<file path="config.mk">
export PLATFORM = sky130hd
export DESIGN_NAME = cache_control
export DESIGN_NICKNAME = d
export VERILOG_FILES = /design/src/rtl/cache_control.sv
export SDC_FILE = /design/constraint.sdc
export NUM_CORES = 1
export LEC_CHECK = 0
export ABC_AREA = 0
export CAP_MARGIN = 20
export CELL_PAD_IN_SITES_DETAIL_PLACEMENT = 2
export CELL_PAD_IN_SITES_GLOBAL_PLACEMENT = 2
export CORE_AREA = 2 2 92 94
export CTS_CLUSTER_SIZE = 28
export DETAILED_ROUTE_END_ITERATION = 10
export DIE_AREA = 0 0 94 96
export PLACE_DENSITY_LB_ADDON = 0.1
export SLEW_MARGIN = 10
export SYNTH_ARGS = -nofsm -noshare
export SYNTH_HDL_FRONTEND = slang
export SYNTH_SLANG_ARGS = --single-unit
export TNS_END_PERCENT = 20
</file>
<file path="constraint.sdc">
create_clock -name clk -period 3.2 [get_ports clk]
set_input_delay 0.64 -clock clk [delete_from_list [all_inputs] [get_ports clk]]
set_output_delay 0.64 -clock clk [all_outputs]
set_load 0.02 [all_outputs]
</file>
<file path="src/rtl/cache_control.sv">
// Cache controller FSM: hit/miss handling, dirty writeback, line fill and read-settle delay.
// Optional performance counters are built only when CACHE_CTRL_PERF_EN is defined.

package cache_types;
  typedef enum logic {WAY_HIT = 1'b0, WAY_LRU = 1'b1} waymux_t;
  typedef enum logic {DATA_CPU = 1'b0, DATA_PMEM = 1'b1} datamux_t;
  typedef enum logic {PMAD_REQ = 1'b0, PMAD_LRU = 1'b1} pmadmux_t;
endpackage

module cache_control #(
  parameter int unsigned SETTLE_CYCLES = 1
) (
  input  logic                  clk,
  input  logic                  rst,
  input  logic                  mem_read,
  input  logic                  mem_write,
  output logic                  mem_resp,
  output logic                  pmem_read,
  output logic                  pmem_write,
  input  logic                  pmem_resp,
  input  logic                  SIGHIT,
  input  logic                  SIGDIRTY,
  output logic                  LD_VALID,
  output logic                  LD_DIRTY,
  output logic                  LD_TAG,
  output logic                  LD_DATA,
  output logic                  LD_PLRU,
  output logic                  DIRTYVAL,
  output cache_types::waymux_t  DIRTYWMUX,
  output cache_types::waymux_t  DATAWMUX,
  output cache_types::datamux_t DATAMUX,
  output cache_types::pmadmux_t PMADMUX,
  output logic [31:0]           hit_count,
  output logic [31:0]           miss_count,
  output logic [31:0]           wb_count
);
  import cache_types::*;

  typedef enum logic [2:0] {IDLE, COMPARE, WRITEBACK, ALLOCATE, SETTLE} state_t;

  localparam logic [1:0] SETTLE_LOAD = 2'(SETTLE_CYCLES - 1);

  state_t     state;
  logic [1:0] settle_cnt;
  logic       req;

  assign req = mem_read | mem_write;

  always_ff @(posedge clk) begin
    if (!rst) begin
      state      <= IDLE;
      settle_cnt <= '0;
    end else begin
      case (state)
        IDLE:      if (req) state <= COMPARE;
        COMPARE: begin
          if (!req || SIGHIT) state <= IDLE;
          else if (SIGDIRTY)  state <= WRITEBACK;
          else                state <= ALLOCATE;
        end
        WRITEBACK: if (pmem_resp) state <= ALLOCATE;
        ALLOCATE: begin
          if (pmem_resp) begin
            state      <= SETTLE;
            settle_cnt <= SETTLE_LOAD;
          end
        end
        SETTLE: begin
          if (settle_cnt == '0) state <= COMPARE;
          else                  settle_cnt <= settle_cnt - 2'd1;
        end
        default: state <= IDLE;
      endcase
    end
  end

  // Outputs depend on the current state and same-cycle inputs (hit, pmem_resp).
  always_comb begin
    mem_resp   = 1'b0;
    pmem_read  = 1'b0;
    pmem_write = 1'b0;
    LD_VALID   = 1'b0;
    LD_DIRTY   = 1'b0;
    LD_TAG     = 1'b0;
    LD_DATA    = 1'b0;
    LD_PLRU    = 1'b0;
    DIRTYVAL   = 1'b0;
    DIRTYWMUX  = WAY_HIT;
    DATAWMUX   = WAY_HIT;
    DATAMUX    = DATA_CPU;
    PMADMUX    = PMAD_REQ;
    case (state)
      COMPARE: begin
        if (req && SIGHIT) begin
          mem_resp = 1'b1;
          LD_PLRU  = 1'b1;
          if (mem_write) begin
            LD_DATA  = 1'b1;
            LD_DIRTY = 1'b1;
            DIRTYVAL = 1'b1;
          end
        end
      end
      WRITEBACK: begin
        pmem_write = 1'b1;
        PMADMUX    = PMAD_LRU;
      end
      ALLOCATE: begin
        pmem_read = 1'b1;
        if (pmem_resp) begin
          LD_DATA   = 1'b1;
          DATAWMUX  = WAY_LRU;
          DATAMUX   = DATA_PMEM;
          LD_TAG    = 1'b1;
          LD_VALID  = 1'b1;
          LD_DIRTY  = 1'b1;
          DIRTYWMUX = WAY_LRU;
        end
      end
      default: ;
    endcase
  end

`ifdef CACHE_CTRL_PERF_EN
  logic [31:0] hit_cnt, miss_cnt, wb_cnt;

  always_ff @(posedge clk) begin
    if (!rst) begin
      hit_cnt  <= '0;
      miss_cnt <= '0;
      wb_cnt   <= '0;
    end else begin
      if (state == COMPARE && req && SIGHIT)  hit_cnt  <= hit_cnt + 32'd1;
      if (state == COMPARE && req && !SIGHIT) miss_cnt <= miss_cnt + 32'd1;
      if (state == WRITEBACK && pmem_resp)    wb_cnt   <= wb_cnt + 32'd1;
    end
  end

  assign hit_count  = hit_cnt;
  assign miss_count = miss_cnt;
  assign wb_count   = wb_cnt;
`else
  assign hit_count  = '0;
  assign miss_count = '0;
  assign wb_count   = '0;
`endif

endmodule

</file>
==> results.py <==
metrics = {
    "synthesis": {
        "yosys_warnings": 0,
        "postSynthCellCount": 145,
        "synth-edff-count": 0,
        "syn_avg_cell_area_sq_um": 7.59,
        "ys_types": 27,
        "ys_ff_latch": 5,
        "yosys.area.top_type": "buf_4",
        "netlist_area_sq_mm": 0.00110,
        "ys.flop_type": "dfxtp_1",
        "async_reset_ff_share_pct": 0,
        "yosysSeqAreaShare_pct": 9.09,
        "synthTopCellsByCount": "103 x buf_4, 6 x inv_1, 5 x dfxtp_1, 3 x nor2_1, 3 x nor3_1",
        "yosysMostFrequentCell": "buf_4",
        "yosys.area.top_type_share_pct": 70.2,
        "synth_top_cells_by_area": "buf_4 70%, dfxtp_1 9.1%, inv_1 2.0%",
    },
    "clock_network": {
        "clk_path_buf_depth": 2,
        "clock-sinks": 5,
        "post_cts_buffers": 0,
        "cts_hold_buffers": 0,
        "cts_tree": "done",
        "htreeDepth": 1,
        "insertion_delay_ps": 220,
        "post_cts_resized": 0,
        "numCtsBuffers": 3,
        "path_clk_slew_ps": 40,
        "root_buffer": "clkbuf_8",
    },
    "critical_path": {
        "crit_top_cell": "clkdlybuf4s50_1",
        "required_ps": 2560,
        "crit_chain": "clkdlybuf4s50_1 > nand4b_1 > inv_1 > or2_2 > clkdlybuf4s50_1",
        "crit_fanout": 6,
        "worstRegToRegCells": 3,
        "worstPathArrival_ps": 2300,
        "cpPeakStageDelay_ps": 590,
        "cp_num_buf_inv": 3,
        "crit_family": "buffers and inverters",
        "rr_endpoint": "settle_cnt[1]$_SDFFE_PN0P_",
        "slowest_stage": "clkdlybuf4s50_1",
        "reg2reg_slack_ps": 1740,
        "worstSetupStartpointType": "input pin",
        "path_class": "input pin to primary output",
        "worstSetupEndpointType": "primary output",
        "timing.rr.start": "state[2]$_SDFFE_PN0P_",
    },
    "placement": {
        "numPortBuffers": 19,
        "place.gp.congestion": 0.618,
        "post_dp_cell_area_sq_mm": 0.00101,
        "dp_hpwl_um": 1820,
    },
    "hold_path": {
        "hp-class": "flip-flop to flip-flop",
        "min_from": "settle_cnt[1]$_SDFFE_PN0P_",
        "whs_path_depth": 2,
        "hold-path-endpoint": "settle_cnt[1]$_SDFFE_PN0P_",
    },
    "drt": {
        "drc": 0,
        "ant_nets": 0,
        "drtPass1Iterations": 1,
        "wl_um": 2020,
        "drt_iter0_drc": 0,
        "avgRoutedWirePerCell_um": 7.62,
        "vias": 643,
        "vias_per_cell": 2.43,
    },
    "die": {
        "die_width_um": 94,
        "coreArea_sq_mm": 0.00805,
        "chipHeight_um": 96,
        "row_count": 33,
        "initial_core_util_pct": 13.7,
        "dieArea_sq_mm": 0.00902,
        "ios": 116,
    },
    "sta": {
        "timing.fmax_mhz": 340,
        "hold_ws_ps": 518,
        "rsz0062_at_grt": "no",
        "min_period_ps": 2940,
        "timing.final.crit_share_pct": 91.9,
        "finClkSkew_ps": 1.40,
        "finalMaxSlewViolations": 0,
        "final.setup.tns_ps": 0,
        "finalSetupViolCount": 0,
        "finalHoldViolCount": 0,
    },
    "global_route": {
        "grt.total_usage_pct": 3.52,
        "grt_first_pass_wirelength_um": 2570,
        "antenna_found_initial": 0,
        "grt_pass1_vias": 533,
        "gr-total-overflow": 0,
        "grt_start_max_net_pins": 9,
    },
    "cells_and_area": {
        "fin_util_pct": 13.1,
        "n_fill_cell": 999,
        "fin_area_sq_mm": 0.00105,
        "area_growth_pct": -4.55,
        "layout-drive-gt1-share_pct": 3.75,
        "nNetsFinal": 169,
        "num_antenna_cells": 0,
    },
    "pwr": {
        "power_density_mw_per_mm2": 322,
        "cellLeakagePower_nw": 0.538,
        "vdd_drop_max_mv": 0.0660,
    },
    "run": {
        "cap_violations": 0,
    },
    "outcome": {
        "outcome": "complete, no violations",
    },
}
-- per-stage QoR --
step	total power [W]	std cells	setup slack, ps
global route	0.000363	265	127
finish	0.000339	265	260
CTS	0.000340	265	231
floorplan	0.000286	240	1070
global placement	0.000220	261	281
detailed placement	0.000220	261	235
-- worst register-to-register path, stage by stage, from the launching register on --
cell	delay, ps
dfxtp_1	440
or3b_4	450
a2111o_1	400
o31ai_1	80
-- cells in the final DEF (no fill, tap or decap), types with 2 or more instances in the layout --
| cell type | netlist | layout |
|---|---|---|
| clkdlybuf4s50_1 | 0 | 19 |
| clkbuf_8 | 0 | 3 |
| nor3b_1 | 2 | 2 |
| nor3_1 | 3 | 3 |
| o21ai_0 | 2 | 2 |
| nor2_1 | 3 | 3 |
| conb_1 | 1 | 96 |
| dfxtp_1 | 5 | 5 |
| inv_1 | 6 | 6 |
| a21oi_1 | 2 | 2 |
-- kinds of logic (layout without fill, tap and decap cells) --
group,count (synthesis),count (layout),share of synthesized area (%)
other cells,1,96,0.341
simple gates,19,19,10.7
buf+inv,109,29,72.3
fa+ha+maj,1,1,1.14
flops,5,5,9.09
compound gates,10,10,6.48
-- per-layer routing --
metal / track usage (%) / share of wire, % / wire length, um / vias up
met3: 0.783 / 11 / 227 / 0
met1: 4.08 / 35 / 709 / 292
li1: - / - / - / 290
met5: 0 / 0 / 0 / -
met2: 6.61 / 54 / 1080 / 61
met4: 0.725 / 0 / 0 / 0
-- cell type report --
type                    instances  area [sq um]  area share [%]
flip-flops and latches          5           100            9.52
well taps                     105           131            12.5
repair buffers                 19           190            18.1
inverters                       6          22.5            2.14
multi-input cells             126           562            53.5
clock buffers                   4          45.0            4.29
-- worst max-delay path by stage --
stage,from,to,slack [ps],depth (start not counted)
after floorplan,pmem_resp,LD_DIRTY,1070,4
after global placement,pmem_resp,LD_DATA,280,5
after detailed placement,pmem_resp,LD_DATA,230,5
after CTS,pmem_resp,LD_DATA,230,5
after global routing,pmem_resp,LD_DIRTY,130,5
final,pmem_resp,LD_DATA,260,5
-- flip-flops by register name, summed over array words and instances, names as in the netlist --
register,count
settle_cnt,2
state,3
-- power breakdown --
group	total [W]	switching [W]	leakage [nW]	internal (W)
clock network	0.000116	0.0000307	0.0228	0.0000855
logic	0.000152	0.000126	0.475	0.0000266
registers	0.0000703	0.00000501	0.0407	0.0000653
total	0.000339	0.000161	0.538	0.000177
Note: power is estimated with default switching activity, not from simulation.
